`src/rtl/vmem_scanout_pkg.sv`:
```
// Shared constants for the display scan-out path:
// FSM encodings, RGB565 field layout and the 3-bit colour expansion.
`ifndef VMEM_ADDRW
`define VMEM_ADDRW 14
`endif

package vmem_scanout_pkg;

    localparam int VMEM_ADDRW_DEF = `VMEM_ADDRW;

    localparam logic [1:0] ST_IDLE  = 2'd0;
    localparam logic [1:0] ST_SCAN  = 2'd1;
    localparam logic [1:0] ST_DRAIN = 2'd2;

    localparam int PIX_IN_W  = 3;
    localparam int PIX_OUT_W = 16;
    localparam int R_W       = 5;
    localparam int G_W       = 6;
    localparam int B_W       = 5;
    localparam int R_LSB     = G_W + B_W;
    localparam int G_LSB     = B_W;
    localparam int B_LSB     = 0;

    // FIFO entry: {rgb565, sof, eol}
    localparam int ENTRY_W = PIX_OUT_W + 2;

    function automatic logic [PIX_OUT_W-1:0] rgb565_expand(
        input logic [PIX_IN_W-1:0] d
    );
        rgb565_expand = {{R_W{d[2]}}, {G_W{d[1]}}, {B_W{d[0]}}};
    endfunction

endpackage

```
`src/rtl/scan_fifo2.sv`:
```
// Two-entry synchronous FIFO with occupancy output.
// Head data is presented combinationally from the read pointer.
module scan_fifo2 #(
    parameter int W = 18
) (
    input  logic         clk_i,
    input  logic         rst_i,
    input  logic         push_i,
    input  logic [W-1:0] din_i,
    input  logic         pop_i,
    output logic [W-1:0] dout_o,
    output logic [1:0]   count_o
);

    logic [W-1:0] mem_q [2];
    logic         wr_q;
    logic         rd_q;
    logic [1:0]   cnt_q;
    logic         do_pop;
    logic         do_push;

    assign do_pop  = pop_i && (cnt_q != 2'd0);
    assign do_push = push_i && ((cnt_q != 2'd2) || do_pop);
    assign dout_o  = mem_q[rd_q];
    assign count_o = cnt_q;

    // Storage, pointers and count; push and pop may coincide
    always_ff @(posedge clk_i) begin
        if (rst_i) begin
            for (int i = 0; i < 2; i++) begin
                mem_q[i] <= '0;
            end
            wr_q  <= 1'b0;
            rd_q  <= 1'b0;
            cnt_q <= 2'd0;
        end else begin
            if (do_push) begin
                mem_q[wr_q] <= din_i;
                wr_q        <= ~wr_q;
            end
            if (do_pop) begin
                rd_q <= ~rd_q;
            end
            unique case ({do_push, do_pop})
                2'b10:   cnt_q <= cnt_q + 2'd1;
                2'b01:   cnt_q <= cnt_q - 2'd1;
                default: cnt_q <= cnt_q;
            endcase
        end
    end

endmodule

```
`src/rtl/vmem_scanout.sv`:
```
// Raster-order frame buffer reader feeding an RGB565 valid/ready stream.
// Reads are credit-limited so the 2-entry FIFO can always absorb returns.
module vmem_scanout
    import vmem_scanout_pkg::*;
#(
    parameter int VMEM_ADDRW = VMEM_ADDRW_DEF,
    parameter int H_PIXELS   = 128,
    parameter int V_PIXELS   = 128
) (
    input  logic                  clk_i,
    input  logic                  rst_i,
    input  logic                  enable_i,
    output logic [VMEM_ADDRW-1:0] disp_raddr_o,
    input  logic [PIX_IN_W-1:0]   disp_rdata_i,
    output logic                  pix_valid_o,
    input  logic                  pix_ready_i,
    output logic [PIX_OUT_W-1:0]  pix_data_o,
    output logic                  pix_sof_o,
    output logic                  pix_eol_o,
    output logic                  busy_o
);

    localparam int XW = (H_PIXELS > 1) ? $clog2(H_PIXELS) : 1;
    localparam int YW = (V_PIXELS > 1) ? $clog2(V_PIXELS) : 1;

    logic [1:0]            state_q;
    logic [1:0]            state_d;
    logic [XW-1:0]         x_q;
    logic [YW-1:0]         y_q;
    logic [VMEM_ADDRW-1:0] addr_q;
    logic                  inflight_q;
    logic                  sof_q;
    logic                  eol_q;
    logic [1:0]            fifo_cnt;
    logic [ENTRY_W-1:0]    fifo_din;
    logic [ENTRY_W-1:0]    fifo_head;
    logic [1:0]            occ;
    logic                  pop;
    logic                  issue;
    logic                  last_x;
    logic                  last_y;
    logic                  drained;

    assign last_x  = (x_q == XW'(H_PIXELS - 1));
    assign last_y  = (y_q == YW'(V_PIXELS - 1));
    assign pop     = pix_valid_o && pix_ready_i;
    // Credit counts the slot freed by this cycle's pop, which sustains
    // one read per cycle while the consumer keeps up.
    assign occ     = fifo_cnt - {1'b0, pop} + {1'b0, inflight_q};
    assign issue   = (state_q == ST_SCAN) && (occ < 2'd2);
    assign drained = !inflight_q && (fifo_cnt == 2'd0);

    // Next-state selection for the scan sequencer
    always_comb begin
        state_d = state_q;
        unique case (state_q)
            ST_IDLE: begin
                if (enable_i) state_d = ST_SCAN;
            end
            ST_SCAN: begin
                if (issue && last_x && last_y) state_d = ST_DRAIN;
            end
            ST_DRAIN: begin
                if (drained) state_d = enable_i ? ST_SCAN : ST_IDLE;
            end
            default: state_d = ST_IDLE;
        endcase
    end

    // State, raster counters, linear address and in-flight read tag
    always_ff @(posedge clk_i) begin
        if (rst_i) begin
            state_q    <= ST_IDLE;
            x_q        <= '0;
            y_q        <= '0;
            addr_q     <= '0;
            inflight_q <= 1'b0;
            sof_q      <= 1'b0;
            eol_q      <= 1'b0;
        end else begin
            state_q    <= state_d;
            inflight_q <= issue;
            if (issue) begin
                sof_q <= (x_q == '0) && (y_q == '0);
                eol_q <= last_x;
                if (last_x) begin
                    x_q <= '0;
                    if (last_y) begin
                        y_q    <= '0;
                        addr_q <= '0;
                    end else begin
                        y_q    <= y_q + YW'(1);
                        addr_q <= addr_q + VMEM_ADDRW'(1);
                    end
                end else begin
                    x_q    <= x_q + XW'(1);
                    addr_q <= addr_q + VMEM_ADDRW'(1);
                end
            end
        end
    end

    assign fifo_din = {rgb565_expand(disp_rdata_i), sof_q, eol_q};

    scan_fifo2 #(
        .W(ENTRY_W)
    ) u_fifo (
        .clk_i  (clk_i),
        .rst_i  (rst_i),
        .push_i (inflight_q),
        .din_i  (fifo_din),
        .pop_i  (pop),
        .dout_o (fifo_head),
        .count_o(fifo_cnt)
    );

    assign disp_raddr_o = addr_q;
    assign pix_valid_o  = (fifo_cnt != 2'd0);
    assign pix_data_o   = fifo_head[ENTRY_W-1:2];
    assign pix_sof_o    = fifo_head[1];
    assign pix_eol_o    = fifo_head[0];
    assign busy_o       = (state_q == ST_SCAN) || (state_q == ST_DRAIN);

endmodule

```
`config.mk`:
```
export PLATFORM = sky130hd
export DESIGN_NAME = vmem_scanout
export DESIGN_NICKNAME = d
export VERILOG_FILES = /design/src/rtl/vmem_scanout_pkg.sv /design/src/rtl/scan_fifo2.sv /design/src/rtl/vmem_scanout.sv
export SDC_FILE = /design/constraint.sdc
export NUM_CORES = 1
export LEC_CHECK = 0
export CAP_MARGIN = 20
export CORE_ASPECT_RATIO = 0.9
export CORE_UTILIZATION = 30
export DETAILED_ROUTE_END_ITERATION = 8
export PLACE_DENSITY = 0.52
export SYNTH_ARGS = -nofsm -noshare
export SYNTH_HDL_FRONTEND = slang
export SYNTH_SLANG_ARGS = --single-unit
```
`constraint.sdc`:
```
create_clock -name clk_i -period 2.05 [get_ports clk_i]
set_input_delay 0.3075 -clock clk_i [delete_from_list [all_inputs] [get_ports clk_i]]
set_output_delay 0.3075 -clock clk_i [all_outputs]
set_load 0.005 [all_outputs]
```
-- After elaboration in Yosys (flattened, before gate mapping)
Memories as Yosys holds them, arrays and structs flattened. A register that Yosys moved wholly into a read port is not among the register bits.
Index checks and enable logic that the tools add are counted.
- word-level logic and storage cells: 71
- bits in registers: 37
- memories: 1
- bits in writable memories: 36
- equal/unequal tests: 10
- multiplexer cells: 20
- order comparisons: 1
- reductions and logical operators: 20
- add/sub/neg operators: 7
- bitwise operators: 2
- memories (memory ; depth ; width ; read ports ; clocked after Yosys merged registers in ; wr ports ; line ; text):
    u_fifo.mem_q ; 2 ; 18 ; 1 ; 1 ; 2 ; scan_fifo2.sv:15 ; logic [W-1:0] mem_q [2];
- operators with widths (kind ; count):
    $mux 14 ; 2
    $mux 18 ; 1
    $reduce_or 18->1 ; 1
    $add 14x1->14 const B ; 1
    $add 7x1->7 const B ; 2
    $eq 7x7->1 const B ; 2
    $logic_not 7->1 ; 2
    $mux 7 ; 2
    $mux 1 ; 10
    $logic_and 1x1->1 ; 8
    $ne 2x2->1 const B ; 4
    $mux 2 ; 3
    $pmux 2 s3 ; 1
    $eq 2x1->1 const B ; 2
    $eq 2x2->1 const B ; 2
    $logic_not 2->1 ; 2
    $pmux 2 s2 ; 1
    $reduce_bool 2->1 ; 2
    $reduce_and 3->1 ; 1
    $add 2x1->2 ; 1
    $add 2x1->2 const B ; 1
    $logic_or 1x1->1 ; 2
    $lt 2x2->1 const B ; 1
    $not 1->1 ; 2
    other kinds (4) ; 4

-- Depth between registers and ports, before layout
Gate-level depths: netlist of the first run.
- depth after elaboration: 10
- gate-level depth with buffers: 11
- depth with buffers taken out: 8

-- Modules after synthesis
A second synthesis of the first run with hierarchy kept.
- cells, all modules: 327
- area total of the unflattened synthesis: 3629.7 um^2
- by module, submodules not included (module ; instances ; area an instance (um^2) ; cells each):
    scan_fifo2 ; 1 ; 1826.8 ; 119
    vmem_scanout ; 1 ; 1803.0 ; 208

-- Worst setup path after synthesis of the first run
Ideal clock, no wire load.
- kind: register -> register
- start point: register u_fifo.cnt_q[0] (netlist: u_fifo.count_o[0])
- end point: register x_q[0]
- buffers on the path: 2
- cell stages (with the launch flop): 11
- arrival time: 2.204 ns
- period minus slack after synthesis: 2.274 ns
- slack: -0.224 ns
- cells stage by stage: dfxtp_1 or2_1 and2_1 ha_1 xor2_1 xnor2_1 buf_4 nand2_1 buf_2 or3_1 a21oi_1
- cells in the longest elaborated chain, start to end: 6
- RTL lines (element ; line ; text):
    from (decl) ; scan_fifo2.sv:18 ; logic [1:0] cnt_q;
    from (signal assigned) ; scan_fifo2.sv:45 ; 2'b10: cnt_q <= cnt_q + 2'd1;
    from (signal assigned) ; scan_fifo2.sv:46 ; 2'b01: cnt_q <= cnt_q - 2'd1;
    from (signal assigned) ; scan_fifo2.sv:47 ; default: cnt_q <= cnt_q;
    $reduce_bool 2->1 ; vmem_scanout.sv:118 ; assign pix_valid_o = (fifo_cnt != 2'd0);
    named net pix_valid_o ; vmem_scanout.sv:15 ; output logic pix_valid_o,
    $logic_and 1x1->1 ; vmem_scanout.sv:46 ; assign pop = pix_valid_o && pix_ready_i;
    $sub 2x1->2 ; vmem_scanout.sv:49 ; assign occ = fifo_cnt - {1'b0, pop} + {1'b0, inflight_q};
    $add 2x1->2 ; vmem_scanout.sv:49 ;
    $lt 2x2->1 ; vmem_scanout.sv:50 ; assign issue = (state_q == ST_SCAN) && (occ < 2'd2);
    $logic_and 1x1->1 ; vmem_scanout.sv:50 ;
    to (signal assigned) ; vmem_scanout.sv:96 ; x_q <= x_q + XW'(1);
    to (decl) ; vmem_scanout.sv:28 ; logic [XW-1:0] x_q;
The timed path passes the listed nets, and every way through them passes these cells.
A chain may end at the register's enable or synchronous reset.

-- Worst setup path in the final report of the first run
- start point: register u_fifo.cnt_q[0] (netlist: u_fifo.count_o[0])
- end point: register y_q[0]
- cells in the longest elaborated chain, start to end: 7
- RTL lines (element ; line ; text):
    $reduce_bool 2->1 ; vmem_scanout.sv:118 ;
    $logic_and 1x1->1 ; vmem_scanout.sv:46 ;
    $sub 2x1->2 * ; vmem_scanout.sv:49 ;
    $add 2x1->2 * ; vmem_scanout.sv:49 ;
    $lt 2x2->1 * ; vmem_scanout.sv:50 ;
    $logic_and 1x1->1 * ; vmem_scanout.sv:50 ;
    $reduce_and 2->1 (no line) * ; -- ;
    to (signal assigned) ; vmem_scanout.sv:92 ; y_q <= y_q + YW'(1);
    to (decl) ; vmem_scanout.sv:29 ; logic [YW-1:0] y_q;
Every way passes the cells marked *; elsewhere a longest branch is shown, timed or not.

==> parameters.txt, run 1 <==
Parameter                              Value

Route
  Final routed DRC violation total ... 6
  Met3 Routed Length ... 150 um
  Drt first-iter violations ... 55
  Via-per-instance ratio ... 4.615
  Total length of routed wires ... 5120 um
  Uppermost layer routed ... met4
  Routed vias ... 1952
  Routed wl met2 ... 2403 um
  Avg WL per Cell ... 12.10 um
  Number of search-and-repair iterations in the first detailed-routing pass ... 6
  M1 WL ... 2500 um
  DRT antenna net count ... 0

Clock tree
  CTS Sinks ... 48
  Maximum clock insertion buffer count ... 2
  CTS tree ... built
  Clock slew at reported path FFs ... 0.09 ns
  Number of CTS-inserted buffers ... 5
  Clk_lat worst skew ... 0.30 ns
  CTS H-Tree Depth ... 2
  Post-cts hold buffer count ... 0
  Library cell used as clock root buffer ... sky130_fd_sc_hd__clkbuf_8

Synth
  Dominant cells by area after synthesis ... sky130_fd_sc_hd__dfxtp_1 (31%), sky130_fd_sc_hd__edfxtp_1 (12%), sky130_fd_sc_hd__xor2_1 (6.7%)
  Ys flop type ... sky130_fd_sc_hd__dfxtp_1
  Synthesized Nets ... 286
  Number of synthesized register bits ... 48
  Area of the mapped netlist ... 2487 um2
  Number of cells produced by synthesis ... 268
  Proportion of synthesized flip-flops having asynchronous set or reset ... 0%
  Number of distinct library cells after synthesis ... 46
  Library cell with the largest summed area after synthesis ... sky130_fd_sc_hd__dfxtp_1
  Post-Synthesis Mean Instance Area ... 9.281 um2
  Sequential element share of the synthesized area ... 42.66%
  Fraction of post-synthesis cell area in the top cell type by area ... 30.58%
  Total number of yosys warnings ... 0
  Number of enable flip-flop cells after synthesis ... 10

Setup path
  WP data required ... 2.28 ns
  Worst setup SP type ... flop
  Sort of element at the end of the critical path ... flop
  Data arrival at the endpoint of the critical path ... 2.35 ns
  Launch instance of the worst register-to-register path ... u_fifo.count_o[0]$_SDFFE_PP0P_
  Worst stage delay on the critical path ... 0.32 ns
  Launching element of the worst setup path ... u_fifo.count_o[0]$_SDFFE_PP0P_
  Path type of the worst setup path ... reg -> reg
  End of the worst register-to-register path ... y_q[0]$_SDFFE_PP0P_
  Worst reg2reg setup slack ... -0.06 ns
  Cells on worst reg2reg path ... 11
  Cell Chain, Critical Path ... or2_1 > and2_4 > ha_4 > xor2_1 > xnor2_1 > buf_4 > buf_6 > and2_4 > a21o_1 > buf_4 > nor2_2
  Worst-path maximum fanout ... 6
  Critical path's slowest cell ... sky130_fd_sc_hd__dfxtp_2

Floorplan
  Floorplan Core Area ... 8029 um2
  Starting utilization of the core area ... 30.98%
  Die span in y ... 88.39 um
  Number of top-level pins ... 41
  Die W ... 97.98 um
  Total Die Area ... 8660 um2
  Row Count ... 31

Status
  Violations in the final reports ... DRC, setup timing
  Status ... complete, but fails checks

Run
  Max_cap viols ... 0

Placement
  PortBufs ... 40
  Post-placement worst setup slack ... -0.3500 ns
  DPL Wire Length ... 3631 um
  Total placed instance area ... 3072 um2
  Placer congestion estimate ... 0.7742

Finish
  Area Overhead vs Synth ... 33.00%
  Util after Layout ... 41.20%
  Number of diodes added for antenna fixing ... 0
  Total Nets Final ... 341
  Layout cell share with drive strength beyond 1 ... 21.60%
  Final standard cell area without fillers ... 3308 um2
  Most used cells in the layout excluding fill and tap cells ... sky130_fd_sc_hd__clkdlybuf4s50_1 (40), sky130_fd_sc_hd__dfxtp_1 (36), sky130_fd_sc_hd__nor2_1 (27)
  Commonest non-fill, non-tap cell in the layout ... sky130_fd_sc_hd__clkdlybuf4s50_1

Power
  Ratio of total power to cell area ... 849.4 nW/um2
  Largest vdd supply drop ... 0.2957 mV
  Static Leak ... 1.266 nW
  Power after layout ... 2.810 mW

Worst hold path
  Beginning of the worst hold path ... eol_q$_SDFFE_PP0N_
  WHS Path Cells ... 2
  Worst hold endpoint ... eol_q$_SDFFE_PP0N_
  Class of the tightest hold or removal check ... reg -> reg

STA
  Final worst-path setup slack ... -0.06488 ns
  Relative slew margins ... 70.39%
  Highest achievable clock rate ... 472.8 MHz
  Count of final setup violators ... 22
  Final clock skew ... 0.01006 ns
  Clock period minus worst slack ... 2.115 ns
  Number of max-slew violations in the final report ... 0
  Pin slew with the least headroom to its limit ... 0.4442 ns
  Unrepaired setup endpoints after global routing ... yes
  Number of endpoints with negative hold slack in the final report ... 0
  Final Cycle Share ... 103.2%

Global route
  Global-route wire length before repair ... 8452 um
  GRT Resource Usage Total ... 12.24%
  Initial antenna violation count ... 0
  Via count of the first global-routing pass ... 1782
  Pin count of the biggest net entering global routing ... 22
  Grt ovf ... 0
[report_power, final]
part	leakage, nW	internal, mW	total [mW]	switching (mW)
Combinational	0.800	0.569	0.999	0.431
Sequential	0.412	1.05	1.13	0.0771
Clock	0.0541	0.361	0.681	0.320
Total	1.27	1.98	2.81	0.828
[worst max path at each step]
stage / to / slack [ns] / depth (start not counted)
6_report: y_q[0]$_SDFFE_PP0P_ / -0.06 / 11
5_1_grt: x_q[3]$_SDFFE_PP0N_ / -0.16 / 9
4_1_cts: y_q[4]$_SDFFE_PP0P_ / -0.08 / 10
3_5_place_dp: x_q[0]$_SDFFE_PP0N_ / -0.35 / 10
3_3_place_gp: x_q[0]$_SDFFE_PP0N_ / -0.30 / 10
2_1_floorplan: disp_raddr_o[10]$_SDFFE_PP0N_ / -0.12 / 9
[layout make-up]
class	instances	area, um2
Fill cell	800	4721
Multi-Input combinational cell	185	1296
Sequential cell	48	1064
Timing Repair Buffer	72	671.9
Tap cell	99	123.9
Clock buffer	5	68.82
Clock inverter	3	42.54
Inverter	11	41.29
[stage by stage]
stage / TNS (ns) / hold slack [ns] / cells
after floorplan: -0.3792 / 0.4393 / 268
after global placement: -6.524 / 0.4526 / 408
after detailed placement: -7.259 / 0.4592 / 408
after CTS: -1.092 / 0.4718 / 420
after global routing: -3.534 / 0.5012 / 423
final: -0.5306 / 0.4693 / 423
[registers in the layout, summed over array words and instances, names as in the netlist, named ones only]
| name | cells |
|---|---|
| disp_raddr_o | 14 |
| u_fifo.mem_q | 10 |
| x_q | 7 |
| y_q | 7 |
| state_q | 2 |
| u_fifo.count_o | 2 |
| eol_q | 1 |
| inflight_q | 1 |
| sof_q | 1 |
| u_fifo.rd_q | 1 |
| u_fifo.wr_q | 1 |
[timing repair]
item                                    CTS  global route
hold endpoints to repair                  0             0
pin swaps                                 8             7
buffers inserted                          4             4
endpoints found under the setup margin   21            32
gates resized for setup                   7            14
[synthesized netlist by cell type, types with 2 or more instances]
cell / count
sky130_fd_sc_hd__nand2b_1: 2
sky130_fd_sc_hd__xor2_1: 19
sky130_fd_sc_hd__nand3_1: 11
sky130_fd_sc_hd__and3_1: 6
sky130_fd_sc_hd__o21bai_1: 2
sky130_fd_sc_hd__buf_4: 15
sky130_fd_sc_hd__nor3_1: 3
sky130_fd_sc_hd__nor4_1: 2
sky130_fd_sc_hd__ha_1: 11
sky130_fd_sc_hd__inv_1: 11
sky130_fd_sc_hd__o21ai_0: 6
sky130_fd_sc_hd__dfxtp_1: 38
sky130_fd_sc_hd__buf_2: 5
sky130_fd_sc_hd__nand4_1: 13
sky130_fd_sc_hd__a31oi_1: 2
sky130_fd_sc_hd__clkbuf_1: 3
sky130_fd_sc_hd__nand2_1: 15
sky130_fd_sc_hd__nor2_1: 28
sky130_fd_sc_hd__a21oi_1: 15
sky130_fd_sc_hd__or2_2: 2
sky130_fd_sc_hd__nor2b_1: 3
sky130_fd_sc_hd__edfxtp_1: 10
sky130_fd_sc_hd__and2_1: 13
sky130_fd_sc_hd__or4_1: 2
sky130_fd_sc_hd__nor4b_1: 2
sky130_fd_sc_hd__xnor2_1: 4
sky130_fd_sc_hd__or3_1: 2
sky130_fd_sc_hd__mux2_2: 5
[kinds of logic (layout without fill, tap and decap cells)]
logic type,after synthesis,count (layout),synth area share [%]
muxes,5,5,2.263
DFF,48,48,42.66
xor gates and xnor gates,23,23,8.098
AOI/OAI and AO/OA,32,32,7.596
and+or+nand+nor,114,114,25.81
adders and majority gates,11,11,5.533
buffers and inverters,35,91,8.048
[worst max-delay path: cells and delay by family, from the launching register on]
kind	cells	cell delay [ns]
buffers and inverters	3	0.45
DFF	1	0.32
and+or+nand+nor	4	0.66
AOI/OAI and AO/OA	1	0.22
xor gates and xnor gates	2	0.26
adders and majority gates	1	0.15
[per-layer routing]
metal  up-vias  GRT usage [%]
met5         -              0
met4         0          3.719
met3         5          2.528
met2        30          20.93
met1       896          15.67
li1       1021              -
(Power assumes the default switching activity.)
==> inputs of run 2 (changes only) <==
RECOVER_POWER = 100   (was unset)
==> results of run 2 <==
No change in the layout: final DEF, timing and power equal those of run 1.
